### src/rtl/std_fp_pkg.sv
// Shared constants, FSM state type and product-slicing helper for the fixed-point arithmetic blocks.
// Q16.16 unsigned format throughout; the multiplier keeps a (2*WIDTH+1)-bit partial-product register.
package std_fp_pkg;

  localparam int INT_WIDTH  = 16;
  localparam int FRAC_WIDTH = 16;
  localparam int WIDTH      = INT_WIDTH + FRAC_WIDTH;

  // One multiplier bit retired per cycle.
  localparam int MULT_ITERS = WIDTH;
  localparam int IDX_W      = $clog2(WIDTH);

  // Partial product: WIDTH+1 high bits keep the add carry, WIDTH low bits hold the shifting multiplier.
  localparam int P_W        = 2 * WIDTH + 1;

  typedef enum logic {
    IDLE = 1'b0,
    RUN  = 1'b1
  } state_t;

  // Drop frac_width fraction bits (round toward zero) and keep WIDTH bits (wrap on overflow).
  function automatic logic [WIDTH-1:0] fp_trunc(input logic [2*WIDTH-1:0] product,
                                                input int unsigned        frac_width);
    return WIDTH'(product >> frac_width);
  endfunction

endpackage

### src/rtl/std_fp_mult_seq_32_16_16_if.sv
// go/done request bus between a Calyx-style caller and the sequential fixed-point multiplier.
// The caller holds go and the operands; the multiplier answers with a one-cycle done pulse.
interface std_fp_mult_seq_32_16_16_if;
  import std_fp_pkg::*;

  logic             go;
  logic [WIDTH-1:0] left;
  logic [WIDTH-1:0] right;
  logic [WIDTH-1:0] out;
  logic             done;

  modport master (
    output go,
    output left,
    output right,
    input  out,
    input  done
  );

  modport slave (
    input  go,
    input  left,
    input  right,
    output out,
    output done
  );

endinterface

### src/rtl/std_fp_mult_step.sv
// One radix-2 shift-add step: add mcand to the high half when the current multiplier bit is set, then shift right.
// Purely combinational so an unrolled variant can chain copies of it.
module std_fp_mult_step
  import std_fp_pkg::*;
(
  input  logic [P_W-1:0]   p_i,
  input  logic [WIDTH-1:0] mcand_i,
  output logic [P_W-1:0]   p_o
);

  logic [WIDTH:0]   sum;
  logic [WIDTH-1:0] addend;

  always_comb begin
    addend = p_i[0] ? mcand_i : '0;
    // High half is always below 2^WIDTH before the add, so WIDTH+1 bits never overflow.
    sum    = p_i[P_W-1:WIDTH] + {1'b0, addend};
    p_o    = {sum, p_i[WIDTH-1:0]} >> 1;
  end

endmodule

### src/rtl/std_fp_mult_seq_32_16_16.sv
// Sequential unsigned Q16.16 multiplier, one multiplier bit per cycle; done pulses 33 cycles after go (1 if an operand is 0).
// Single operation in flight; operands are sampled only on the start cycle and result holds until the next one.
module std_fp_mult_seq_32_16_16
  import std_fp_pkg::*;
(
  input  logic                        clk,
  input  logic                        reset,
  std_fp_mult_seq_32_16_16_if.slave   bus
);

  state_t           state_q, state_d;
  logic [IDX_W-1:0] idx_q,   idx_d;
  logic [WIDTH-1:0] mcand_q, mcand_d;
  logic [P_W-1:0]   p_q,     p_d;
  logic [WIDTH-1:0] out_q,   out_d;
  logic             done_q,  done_d;

  logic [P_W-1:0]   p_next;
  logic             carry_unused;

  std_fp_mult_step u_step (
    .p_i     (p_q),
    .mcand_i (mcand_q),
    .p_o     (p_next)
  );

  // After the final shift the full product sits in the low 2*WIDTH bits; the top bit is always 0.
  assign carry_unused = p_next[P_W-1];

  always_ff @(posedge clk) begin
    if (reset) begin
      state_q <= IDLE;
      idx_q   <= '0;
      mcand_q <= '0;
      p_q     <= '0;
      out_q   <= '0;
      done_q  <= 1'b0;
    end else begin
      state_q <= state_d;
      idx_q   <= idx_d;
      mcand_q <= mcand_d;
      p_q     <= p_d;
      out_q   <= out_d;
      done_q  <= done_d;
    end
  end

  always_comb begin
    state_d = state_q;
    idx_d   = idx_q;
    mcand_d = mcand_q;
    p_d     = p_q;
    out_d   = out_q;
    done_d  = 1'b0;

    case (state_q)
      IDLE: begin
        if (bus.go) begin
          if ((bus.left == '0) || (bus.right == '0)) begin
            // Zero operand: answer next cycle without iterating.
            out_d  = '0;
            done_d = 1'b1;
          end else begin
            mcand_d = bus.left;
            p_d     = {{(WIDTH + 1){1'b0}}, bus.right};
            idx_d   = '0;
            state_d = RUN;
          end
        end
      end

      RUN: begin
        p_d   = p_next;
        idx_d = idx_q + IDX_W'(1);
        if (idx_q == IDX_W'(MULT_ITERS - 1)) begin
          out_d   = fp_trunc(p_next[2*WIDTH-1:0], FRAC_WIDTH);
          done_d  = 1'b1;
          state_d = IDLE;
        end
      end

      default: begin
        state_d = IDLE;
      end
    endcase
  end

  assign bus.out  = out_q;
  assign bus.done = done_q;

endmodule

### src/flat_wrapper.sv
// flat-port wrapper written by rule: the top's interface ports become plain ports
module std_fp_mult_seq_32_16_16_flat import std_fp_pkg::*;
  (clk, reset, bus_go, bus_left, bus_right, bus_out, bus_done);
  std_fp_mult_seq_32_16_16_if bus_i ();
  input  logic clk;
  input  logic reset;
  input wire logic [$bits(bus_i.go)-1:0] bus_go;
  input wire logic [$bits(bus_i.left)-1:0] bus_left;
  input wire logic [$bits(bus_i.right)-1:0] bus_right;
  output wire logic [$bits(bus_i.out)-1:0] bus_out;
  output wire logic [$bits(bus_i.done)-1:0] bus_done;
  assign bus_i.go = bus_go;
  assign bus_i.left = bus_left;
  assign bus_i.right = bus_right;
  assign bus_out = bus_i.out;
  assign bus_done = bus_i.done;
  std_fp_mult_seq_32_16_16 u_core (.clk(clk), .reset(reset), .bus(bus_i));
endmodule
### config.mk
export PLATFORM = sky130hd
export DESIGN_NAME = std_fp_mult_seq_32_16_16_flat
export DESIGN_NICKNAME = d
export VERILOG_FILES = /design/src/rtl/std_fp_pkg.sv /design/src/rtl/std_fp_mult_seq_32_16_16_if.sv /design/src/rtl/std_fp_mult_step.sv /design/src/rtl/std_fp_mult_seq_32_16_16.sv /design/src/flat_wrapper.sv
export SDC_FILE = /design/constraint.sdc
export NUM_CORES = 1
export LEC_CHECK = 0
export CAP_MARGIN = 20
export CORE_MARGIN = 2
export CORE_UTILIZATION = 59
export CTS_BUF_LIST = sky130_fd_sc_hd__clkbuf_16
export DETAILED_ROUTE_END_ITERATION = 12
export GPL_ROUTABILITY_DRIVEN = 0
export GPL_TIMING_DRIVEN = 1
export PLACE_DENSITY = 0.82
export SKIP_LAST_GASP = 1
export SLEW_MARGIN = 15
export SYNTH_ARGS = -nofsm -noshare
export SYNTH_HDL_FRONTEND = slang
export SYNTH_SLANG_ARGS = --single-unit
### constraint.sdc
create_clock -name clk -period 8.7 [get_ports clk]
set_clock_uncertainty 0.05 [all_clocks]
set_input_delay 1.305 -clock clk [delete_from_list [all_inputs] [get_ports clk]]
set_output_delay 1.305 -clock clk [all_outputs]
set_load 0.05 [all_outputs]
# Yosys cells after proc, flatten, opt, wreduce, memory -nomap -nowiden
# Index checks and enable logic that the tools add are counted.
# op_classes
eq_ne,5
bitwise,2
muxes,19
reduce_logical,6
n_addsub,2
# op_table
operator,count
two-way mux 65 bit,2
one-hot mux 65 bit (2 select lines),1
two-way mux 32 bit,4
logical NOT 32 bit,2
one-hot mux 32 bit (2 select lines),1
adder 33 x 32 -> 33 bit,1
two-way mux 5 bit,2
one-hot mux 5 bit (2 select lines),1
two-way mux 1 bit,6
inequality test 2 bit (second input constant),3
AND reduction 3 bit,2
adder 5 x 1 -> 5 bit (second input constant),1
== test 5 bit (second input constant),1
one-hot mux 1 bit (2 select lines),2
inequality test 2 x 1 -> 1 bit (second input constant),1
inverter 1 bit,2
AND reduction 2 bit,1
logical OR 1 bit,1
# word_totals
wordCells,40
regBits,136
input_bits,67

# Depth between registers and ports, before layout
# Gate-level depths: netlist of run 1.
# depth
word_depth,5
depth_mapped,13
depth_no_buf,12

# Cells and area by module
# Synthesis of run 1 repeated with hierarchy kept, for this count alone.
# hier_totals
hier_cells,834
hier_area_um2,7389.6
# by_module_without_submodules
module,n_inst,cells_per_inst,area_each_um2
std_fp_mult_seq_32_16_16,1,515,5083.6
std_fp_mult_step,1,319,2306.0

# Worst setup path after synthesis of run 1
# Ideal clock, no wire load.
# synth_path
path_type,input port to flip-flop
start,input bus_right[6]
end,register u_core.p_q[10]
setup_slack_ps,5778
arrival_time_ps,2744
stages,10
path_buffers,2
path_cell_list,nor4_1 > nand4_1 > o22ai_1 > or2_1 > buf_4 > buf_4 > mux2i_1 > nor2_1 > a21oi_1 > nor2_1
# synth_between
elab_chain_cells,4
# synth_rtl
item,line_no,rtl
start: declaration,flat_wrapper.sv:9,input wire logic [$bits(bus_i.right)-1:0] bus_right;
logical NOT 32 bit,std_fp_mult_seq_32_16_16.sv:59,if ((bus.left == '0) || (bus.right == '0)) begin
logical OR 1 bit,std_fp_mult_seq_32_16_16.sv:59,
inequality test 2 bit (no source line),-,
AND reduction 2 bit (no source line),-,
end signal: assignment,std_fp_mult_seq_32_16_16.sv:42,p_q <= p_d;
end: declaration,std_fp_mult_seq_32_16_16.sv:14,"logic [P_W-1:0] p_q, p_d;"
# No other way between the ends.
# A chain may end at the register's enable or synchronous reset.

# Final worst setup path of run 1
# layout_path
start,input bus_left[10]
end,register u_core.p_q[55]
# layout_between
elab_chain_cells,4
# layout_rtl
item,line_no,rtl
start: declaration,flat_wrapper.sv:8,input wire logic [$bits(bus_i.left)-1:0] bus_left;
logical NOT 32 bit,std_fp_mult_seq_32_16_16.sv:59,
logical OR 1 bit,std_fp_mult_seq_32_16_16.sv:59,
inequality test 2 bit (no source line),-,
AND reduction 2 bit (no source line),-,
# No other way between the ends.

==> impl_metrics.toml, run 1 <==
[run_status]
status = "complete, but fails checks"
violations = "DRC"

[job]
cap_viol_max_count = 0

[clock_network]
numCtsBuffers = 17
cts_resized = 0
htreeDepth = 4
clk_latency_ns = 0.42
post_cts_buffers = 0
cts_hold_buffers = 0
clkTransAtPathRegs_ns = 0.06
cts_sinks = 135
cts_buffer_depth = 2
cts-root-buf = "clkbuf_16"
cts_tree = "done"

[floorplanning]
die_w_um = 112.9
fp.coreArea_um2 = 11520
floorplan.initialDensity_pct = 60.71
die_y_um = 112.9
rows = 39
io_pins = 100
die_area_um2 = 12740

[timing]
relSlewSlack_pct = 27.48
min_period_over_period_pct = 53.09
fmax_mhz = 216.5
final.setup.tns_ns = 0
hold_ws_ns = 0.3984
setup_violations = 0
report.final.slew_viol_count = 0
finalHoldViolCount = 0
tightest_slew_ns = 1.088
rsz0062_at_grt = "false"
period_needed_ns = 4.618

[yosys]
syn-cell-area_um2 = 6992
synth_cells = 888
synth_nets = 990
synth_async_sr_flop_share_pct = 0
synth.distinct_cells = 59
synth_edf_count = 0
yosysWarnings = 0
seq_area_frac_synth_pct = 38.65
avgSynthCellArea_um2 = 7.874
synth.ff_latch_count = 135
synth-main-ff-cell = "dfxtp_1"

[critical_path]
cp-end-kind = "flop"
path_cells = "clkdlybuf4s50_1 > nor4_1 > nand4_1 > o22ai_1 > or2_2 > nand2_1 > nor2_4 > nand2_1 > o31ai_2"
crit_path_max_fanout = 38
arrival_ns = 4.89
crit_family = "simple AND/OR/NAND/NOR gates"
cpMostUsedCell = "nand2_1"
cp.buffers_inverters = 1
start_kind = "input pin"
critPathMaxStageDelay_ns = 0.92
critPathRequiredTime_ns = 8.98
crit_path_top_delay_cell = "or2_2"
path_class = "in2reg"

[power]
peakVddDrop_v = 0.0001263
power.density_nw_per_um2 = 169.1
p_total_uw = 1446
power.leakage_uw = 0.003485

[global_route]
grtUsageTotal_pct = 27.48
grt.overflow.total = 0
grt_max_degree = 110
grt_pass1_wl_mm = 28.48
grt_pass1_vias = 6085
antenna_found_initial = 0

[place]
portBuffers = 99
place_area_um2 = 7986
hpwl_mm = 11.93

[final_layout]
fin_nets = 1060
drive_above_1_share_pct = 5.052
design_area_um2 = 8552
diodes = 0
post-route-util_pct = 74.26
area_growth_pct = 22.32

[drt]
drt-total-wl_mm = 17.31
routedWlPerCell_um = 15.55
num_vias = 6494
ant_nets = 0
drtIter0Drc = 583
vias_per_cell = 5.835
drc_errors = 4
first_pass_iters = 9

[min_path]
hold_path.class = "reg2reg"
logic make-up after synthesis:
| kind of cell | after synthesis | synth area share [%] |
|---|---|---|
| flip-flops | 135 | 38.65 |
| XOR/XNOR | 24 | 3.006 |
| AO/OA/AOI/OAI | 230 | 19.76 |
| buffers and inverters | 64 | 3.794 |
| AND/OR/NAND/NOR | 365 | 23.34 |
| adder cells (fa/ha/maj) | 35 | 6.371 |
| multiplexers | 35 | 5.082 |
cell usage in the layout, fill, tap and decap left out, types with 10 or more instances in the layout:
cell type        Yosys  routed
nor4_1              16      16
ha_1                34      34
o21ai_1             14      14
clkdlybuf4s50_1      0      98
nand3_1             25      25
nand2b_1            10      10
inv_1               10      10
nor2_1             107     106
clkbuf_16            0      17
o21ai_0             16      16
nand2_1            145     145
and2_1              36      36
a21oi_1            124     124
xor2_1              14      14
mux2i_1             34      34
a31oi_1             12      11
dfxtp_1            135     134
a21o_1              17      17
xnor2_1             10      10
cells in the mapped netlist, types with 4 or more instances:
library cell | number | share of area, %
a211oi_1 | 4 | 0.43
a21o_1 | 17 | 1.8
a21oi_1 | 124 | 8.9
a22oi_1 | 8 | 0.86
a31oi_1 | 12 | 1.1
and2_1 | 36 | 3.2
and3_1 | 8 | 0.72
buf_1 | 4 | 0.21
buf_2 | 8 | 0.57
buf_4 | 4 | 0.43
clkbuf_1 | 37 | 2.0
dfxtp_1 | 135 | 39
ha_1 | 34 | 6.1
inv_1 | 10 | 0.54
mux2i_1 | 34 | 4.9
nand2_1 | 145 | 7.8
nand2b_1 | 10 | 0.89
nand3_1 | 25 | 1.8
nand4_1 | 5 | 0.45
nor2_1 | 107 | 5.7
nor4_1 | 16 | 1.4
o211ai_1 | 6 | 0.64
o21ai_0 | 16 | 1.1
o21ai_1 | 14 | 1.0
xnor2_1 | 10 | 1.3
xor2_1 | 14 | 1.8
worst paths after layout:
check                                           to  slack (ns)          startpoint  cells after the start
worst min-delay path            u_core.bus.out[22]        0.40  u_core.bus.out[22]                      2
worst max register to register      u_core.p_q[61]        5.03       u_core.p_q[0]                     13
worst max-delay path                u_core.p_q[55]        4.08        bus_left[10]                      9
worst min register to register  u_core.bus.out[22]        0.40  u_core.bus.out[22]                      2
per-stage QoR:
step	instances	worst slack [ns]
detailed placement	1081	3.728
floorplan	888	5.778
CTS	1112	4.164
global route	1113	3.897
finish	1113	4.082
global placement	1081	3.778
where the power goes:
group	internal, uW	switching, uW	total, uW
combinational	58.3	65.4	124
sequential	639	24.8	664
clock	386	272	658
total	1080	362	1450
final cells by class:
class | count | area (um^2)
clock buffers | 17 | 425.4
clock inverters | 14 | 112.6
fillers | 921 | 2964
inverters | 11 | 41.29
multi-input cells | 689 | 4041
flip-flops and latches | 135 | 2706
well taps | 143 | 178.9
repair buffers | 104 | 1046
layer usage:
metal	vias up	share of wire (%)	GRT usage (%)
met5	-	0	0
met4	0	2.2	8.780
met3	29	6.0	6.802
met2	200	46	45.26
met1	3040	45	35.73
li1	3225	-	-
registers in the layout, indices dropped and copies added, names as in the netlist:
register	count
u_core.p_q	64
u_core.state_q	1
u_core.mcand_q	32
u_core.bus.done	1
u_core.idx_q	5
u_core.bus.out	32
worst reg2reg max path, stage by stage, from the launching register on:
cell	delay (ns)
dfxtp_1	0.70
buf_4	0.32
and2_1	0.16
ha_1	0.16
inv_1	0.06
fa_1	0.38
nand2b_1	0.20
a21o_1	0.20
a21oi_1	0.28
o2111ai_1	0.24
a211oi_2	0.28
o211ai_1	0.16
mux2_4	0.33
o21ai_2	0.10
(Power assumes the default switching activity.)
==> inputs of run 2 (changes only) <==
--- a/config.mk
+++ b/config.mk
@@ -7,12 +7,12 @@
 export LEC_CHECK = 0
 export CAP_MARGIN = 20
 export CORE_MARGIN = 2
-export CORE_UTILIZATION = 59
+export CORE_UTILIZATION = 55
 export CTS_BUF_LIST = sky130_fd_sc_hd__clkbuf_16
 export DETAILED_ROUTE_END_ITERATION = 12
 export GPL_ROUTABILITY_DRIVEN = 0
 export GPL_TIMING_DRIVEN = 1
-export PLACE_DENSITY = 0.82
+export PLACE_DENSITY = 0.77
 export SKIP_LAST_GASP = 1
 export SLEW_MARGIN = 15
 export SYNTH_ARGS = -nofsm -noshare
==> constraint.sdc (replaced) <==
create_clock -name clk -period 4.68 [get_ports clk]
set_clock_uncertainty 0.05 [all_clocks]
set_input_delay 0.702 -clock clk [delete_from_list [all_inputs] [get_ports clk]]
set_output_delay 0.702 -clock clk [all_outputs]
set_load 0.05 [all_outputs]
==> run 2 against run 1 <==
The run now ends clean. Critical path depth increased by 3. Die area is 7.0% higher. Global-route usage is 1.2 points lower. Core utilization shrank 5.3 points. Register-to-register slack worse by 3.8 ns. Critical path type is now reg2reg. Non-clock buffer count is 2 higher. Design area up 0.91%. Sequential cell count unchanged. Largest power group is now clock. Wire length down 0.39%.
==> impl_metrics.toml, run 2 (synthesized netlist as in run 1, its figures left out) <==
[place]
portBuffers = 99
hpwl_mm = 11.93

[clock_network]
cts_sinks = 135
cts_resized = 0
clk_latency_ns = 0.43
cts_hold_buffers = 0
cts_buffer_depth = 2
clkTransAtPathRegs_ns = 0.06
cts_tree = "done"
htreeDepth = 4
post_cts_buffers = 0
cts-root-buf = "clkbuf_16"
numCtsBuffers = 17

[critical_path]
cp-end-kind = "flop"
start_kind = "flop"
crit_path_max_fanout = 17
arrival_ns = 3.76
path_class = "reg2reg"
critPathRequiredTime_ns = 4.98
worst_setup_path_startpoint = "u_core.p_q[0]"
critPathMaxStageDelay_ns = 0.69
rr_startpoint = "u_core.p_q[0]"
path_cells = "and2_1 > ha_1 > inv_1 > fa_1 > nand2b_1 > a21o_1 > a21oi_1 > o2111ai_1 > a211oi_2 > o211ai_1 > mux2_4 > o21ai_2"
crit_path_top_delay_cell = "dfxtp_1"

[floorplanning]
die_area_um2 = 13630
fp.coreArea_um2 = 12520
floorplan.initialDensity_pct = 55.86
die_y_um = 116.8
rows = 41
io_pins = 100
die_w_um = 116.8

[min_path]
hold_path.class = "reg2reg"
worstHoldStart = "u_core.mcand_q[31]"

[power]
p_clk_share_pct = 46.7
intPower_uw = 2040
p_comb_share_pct = 9.2
p_sw_uw = 713.2
p_seq_share_pct = 44.1
power.density_nw_per_um2 = 319.0
power.leakage_uw = 0.003512
swShare_pct = 25.90
peakVddDrop_v = 0.0002442

[timing]
period_needed_ns = 3.459
final.setup.tns_ns = 0
tightest_slew_ns = 0.9956
rsz0062_at_grt = "false"
relSlewSlack_pct = 33.63
fmax_mhz = 289.1
report.final.slew_viol_count = 0
finalHoldViolCount = 0
min_period_over_period_pct = 73.92
setup_violations = 0

[final_layout]
fin_nets = 1062
post-route-util_pct = 68.94
diodes = 0
area_growth_pct = 23.43
regMostFlops = "u_core.p_q"
final_cell_mix = "nand2_1 (145), dfxtp_1 (134), a21oi_1 (124)"
drive_above_1_share_pct = 5.653
largest_reg_flops = 64
final_common_cell = "nand2_1"

[drt]
drc_errors = 0
num_vias = 6420
routedWlPerCell_um = 15.06
first_pass_iters = 7
ant_nets = 0
drt-total-wl_mm = 17.24
vias_per_cell = 5.607
drtIter0Drc = 419

[global_route]
grt_pass1_vias = 5899
antenna_found_initial = 0
grtUsageTotal_pct = 26.30
grt_pass1_wl_mm = 28.26
grt.overflow.total = 0
grt_max_degree = 109

[job]
cap_viol_max_count = 0

[run_status]
status = "complete, no violations"
-- run 2: cell count changes in the layout (fill, tap and decap cells not counted), sizes merged --
| cell | delta |
|---|---|
| inv | +5 |
| clkinv | -2 |
| clkinvlp | -2 |
| buf | +2 |
-- run 2: worst paths after layout --
check                  endpoint  slack, ns  cells past startpoint
max              u_core.p_q[61]       1.22                     12
min          u_core.mcand_q[31]       0.40                      2
max reg2reg      u_core.p_q[61]       1.22                     12
min reg2reg  u_core.mcand_q[31]       0.40                      2
-- run 2: per-layer routing --
layer	vias to the layer above	global-route usage [%]	part of all wire (%)
li1	3230	-	-
met1	2983	34.78	46
met2	178	42.89	47
met3	29	4.722	5.2
met4	0	10.12	2.2
met5	-	0	0
-- run 2: area by class of cell --
cell class / instances / area [um^2]
Clock buffer: 17 / 425.4
Clock inverter: 15 / 146.4
Fill cell: 1108 / 3887
Inverter: 11 / 41.29
Multi-Input combinational cell: 689 / 4041
Sequential cell: 135 / 2706
Tap cell: 172 / 215.2
Timing Repair Buffer: 106 / 1054
-- run 2: critical path: cells and delay by family (launching register included) --
kind,cells,cell delay (ns)
AOI/OAI and AO/OA,6,1.31
DFF,1,0.69
adders and majority gates,2,0.53
and+or+nand+nor,2,0.42
muxes,1,0.34
buffers and inverters,1,0.05
-- run 2: stage by stage --
| step | worst slack [ns] | cells | instance area [um^2] | power (uW) | hold WS (ns) |
|---|---|---|---|---|---|
| 2_1_floorplan | 1.886 | 888 | 6992 | 1383 | 0.3768 |
| 3_3_place_gp | 1.135 | 1113 | 8058 | 1485 | 0.3884 |
| 3_5_place_dp | 1.122 | 1113 | 8058 | 1489 | 0.3926 |
| 4_1_cts | 1.207 | 1145 | 8630 | 2767 | 0.4005 |
| 5_1_grt | 1.028 | 1145 | 8630 | 2862 | 0.4180 |
| 6_report | 1.221 | 1145 | 8630 | 2753 | 0.4002 |
-- run 2: power by group through the flow --
stage          Clock, uW  Combinational [uW]  Sequential (uW)
2_1_floorplan          0                 155             1230
3_3_place_gp           0                 248             1240
3_5_place_dp           0                 252             1240
4_1_cts             1300                 254             1210
5_1_grt             1360                 281             1220
6_report            1290                 253             1210
==> inputs of run 3 (changes only) <==
==> constraint.sdc (replaced) <==
create_clock -name clk -period 3.6 [get_ports clk]
set_clock_uncertainty 0.05 [all_clocks]
set_input_delay 0.54 -clock clk [delete_from_list [all_inputs] [get_ports clk]]
set_output_delay 0.54 -clock clk [all_outputs]
set_load 0.05 [all_outputs]
==> run 3 against run 2 <==
Power grew 37%. Global-route usage grew 0.72 points. Wire length grew 2.6%. Clock power grew 43%. Sequential share of layout area shrank 0.31 points. Hold slack is essentially flat. Clock-buffer cell count is the same. Sequential power grew 31%. Non-clock buffer count grew 4. Sequential cell count is the same. First-iteration DRC count grew 8.8%. Core utilization grew 0.68 points.
==> impl_metrics.toml, run 3 (synthesized netlist as in run 1, its figures left out) <==
[run_status]
status = "complete, no violations"

[critical_path]
r2r_end = "u_core.p_q[61]"
worstSetupEndpoint = "u_core.idx_q[2]"
worst_setup_path_startpoint = "bus_left[10]"
path_class = "in2reg"
arrival_ns = 3.39
cp-end-kind = "flop"
start_kind = "input pin"
reg2reg_depth = 11
crit_path_max_fanout = 14
critPathRequiredTime_ns = 3.90
rrSetupSlack_ns = 0.53
rr_startpoint = "u_core.p_q[0]"

[power]
p_sw_uw = 909.9
p_clk_share_pct = 49.2
intPower_uw = 2852
p_seq_share_pct = 41.9
power.leakage_uw = 0.003562
p_comb_share_pct = 8.9
power.density_nw_per_um2 = 431.7
peakVddDrop_v = 0.0002872
swShare_pct = 24.18

[floorplanning]
die_area_um2 = 13630
io_pins = 100
floorplan.initialDensity_pct = 55.86
fp.coreArea_um2 = 12520
rows = 41
die_w_um = 116.8
die_y_um = 116.8

[drt]
drc_errors = 0
ant_nets = 0
drt-total-wl_mm = 17.69
vias_per_cell = 5.597
num_vias = 6431
first_pass_iters = 6
drtIter0Drc = 456
routedWlPerCell_um = 15.39

[timing]
finalHoldViolCount = 0
hold_ws_ns = 0.3997
min_period_over_period_pct = 85.73
tightest_slew_ns = 0.9615
setup_violations = 0
setup_ws_ns = 0.5137
relSlewSlack_pct = 35.90
final.setup.tns_ns = 0
fmax_mhz = 324.0
rsz0062_at_grt = "false"
report.final.slew_viol_count = 0
period_needed_ns = 3.086

[job]
cap_viol_max_count = 0

[final_layout]
largest_reg_flops = 64
regMostFlops = "u_core.p_q"
area_growth_pct = 24.64
post-route-util_pct = 69.62
final_common_cell = "nand2_1"
fin_nets = 1066
diodes = 0
regArea_um2 = 2706
layout.cells.non_filler = 1149
multiInputGateArea_um2 = 4041
drive_above_1_share_pct = 5.937
fillers = 1106
final_cell_mix = "nand2_1 (145), dfxtp_1 (134), a21oi_1 (124)"

[global_route]
grt.overflow.total = 0
grt_pass1_vias = 6054
grt_max_degree = 103
grtUsageTotal_pct = 27.02
grt_pass1_wl_mm = 28.89
antenna_found_initial = 0

[min_path]
hold_path.class = "reg2reg"

[place]
place_inst = 1117
dp_slack_ns = 0.09663
hpwl_mm = 12.30
portBuffers = 99

[clock_network]
clk_latency_ns = 0.42
cts_tree = "done"
cts_sinks = 135
cts_resized = 0
numCtsBuffers = 17
post_cts_buffers = 0
clkTransAtPathRegs_ns = 0.06
htreeDepth = 4
cts_hold_buffers = 0
cts_buffer_depth = 2
cts-root-buf = "clkbuf_16"
[run 3: changes by cell type in the layout (fill, tap and decap cells not counted)]
cell / change
clkinv_2: +1
clkinv_4: -3
inv_6: -2
buf_4: +4
inv_1: +1
bufinv_16: +3
[run 3: metal layers]
layer	vias to the layer above	global-route usage, %	wire length [um]
li1	3246	-	-
met5	-	0	0
met2	183	44.32	8372
met3	29	6.435	985
met4	0	8.863	353
met1	2973	35.15	7974
[run 3: area by class of cell]
| class | instances | share of cell area (%) |
|---|---|---|
| tap | 172 | 2.469 |
| inverter | 11 | 0.4738 |
| multi-input combinational | 689 | 46.37 |
| clock inverter | 15 | 2.312 |
| timing repair buffer | 110 | 12.43 |
| sequential | 135 | 31.06 |
| clock buffer | 17 | 4.882 |
[run 3: power by group through the flow]
stage               Sequential (uW)  Clock [uW]  Combinational (uW)
floorplan                      1600           0                 202
global placement               1610           0                 327
detailed placement             1610           0                 333
CTS                            1580        1870                 335
global route                   1580        1940                 371
finish                         1580        1850                 336
[run 3: critical path, stage by stage]
cell	delay (ns)
clkdlybuf4s50_1	0.43
nor4_1	0.60
nand4_1	0.30
o22ai_1	0.35
or2_2	0.28
and2_1	0.53
o21ai_0	0.19
a21oi_1	0.16
[run 3: worst min-delay path by stage]
stage	start	end	cells after the start	slack (ns)
after global placement	u_core.p_q[57]	u_core.p_q[57]	2	0.39
after global routing	u_core.bus.out[10]	u_core.bus.out[10]	2	0.43
after detailed placement	u_core.mcand_q[7]	u_core.mcand_q[7]	2	0.39
after floorplan	u_core.p_q[42]	u_core.p_q[42]	2	0.38
after CTS	u_core.mcand_q[7]	u_core.mcand_q[7]	2	0.40
final	u_core.mcand_q[7]	u_core.mcand_q[7]	2	0.40
[run 3: per-stage QoR]
step | instance area (um^2) | power, uW
after floorplan | 6992 | 1798
after global placement | 8088 | 1933
after detailed placement | 8088 | 1940
after CTS | 8715 | 3781
after global routing | 8715 | 3895
final | 8715 | 3762
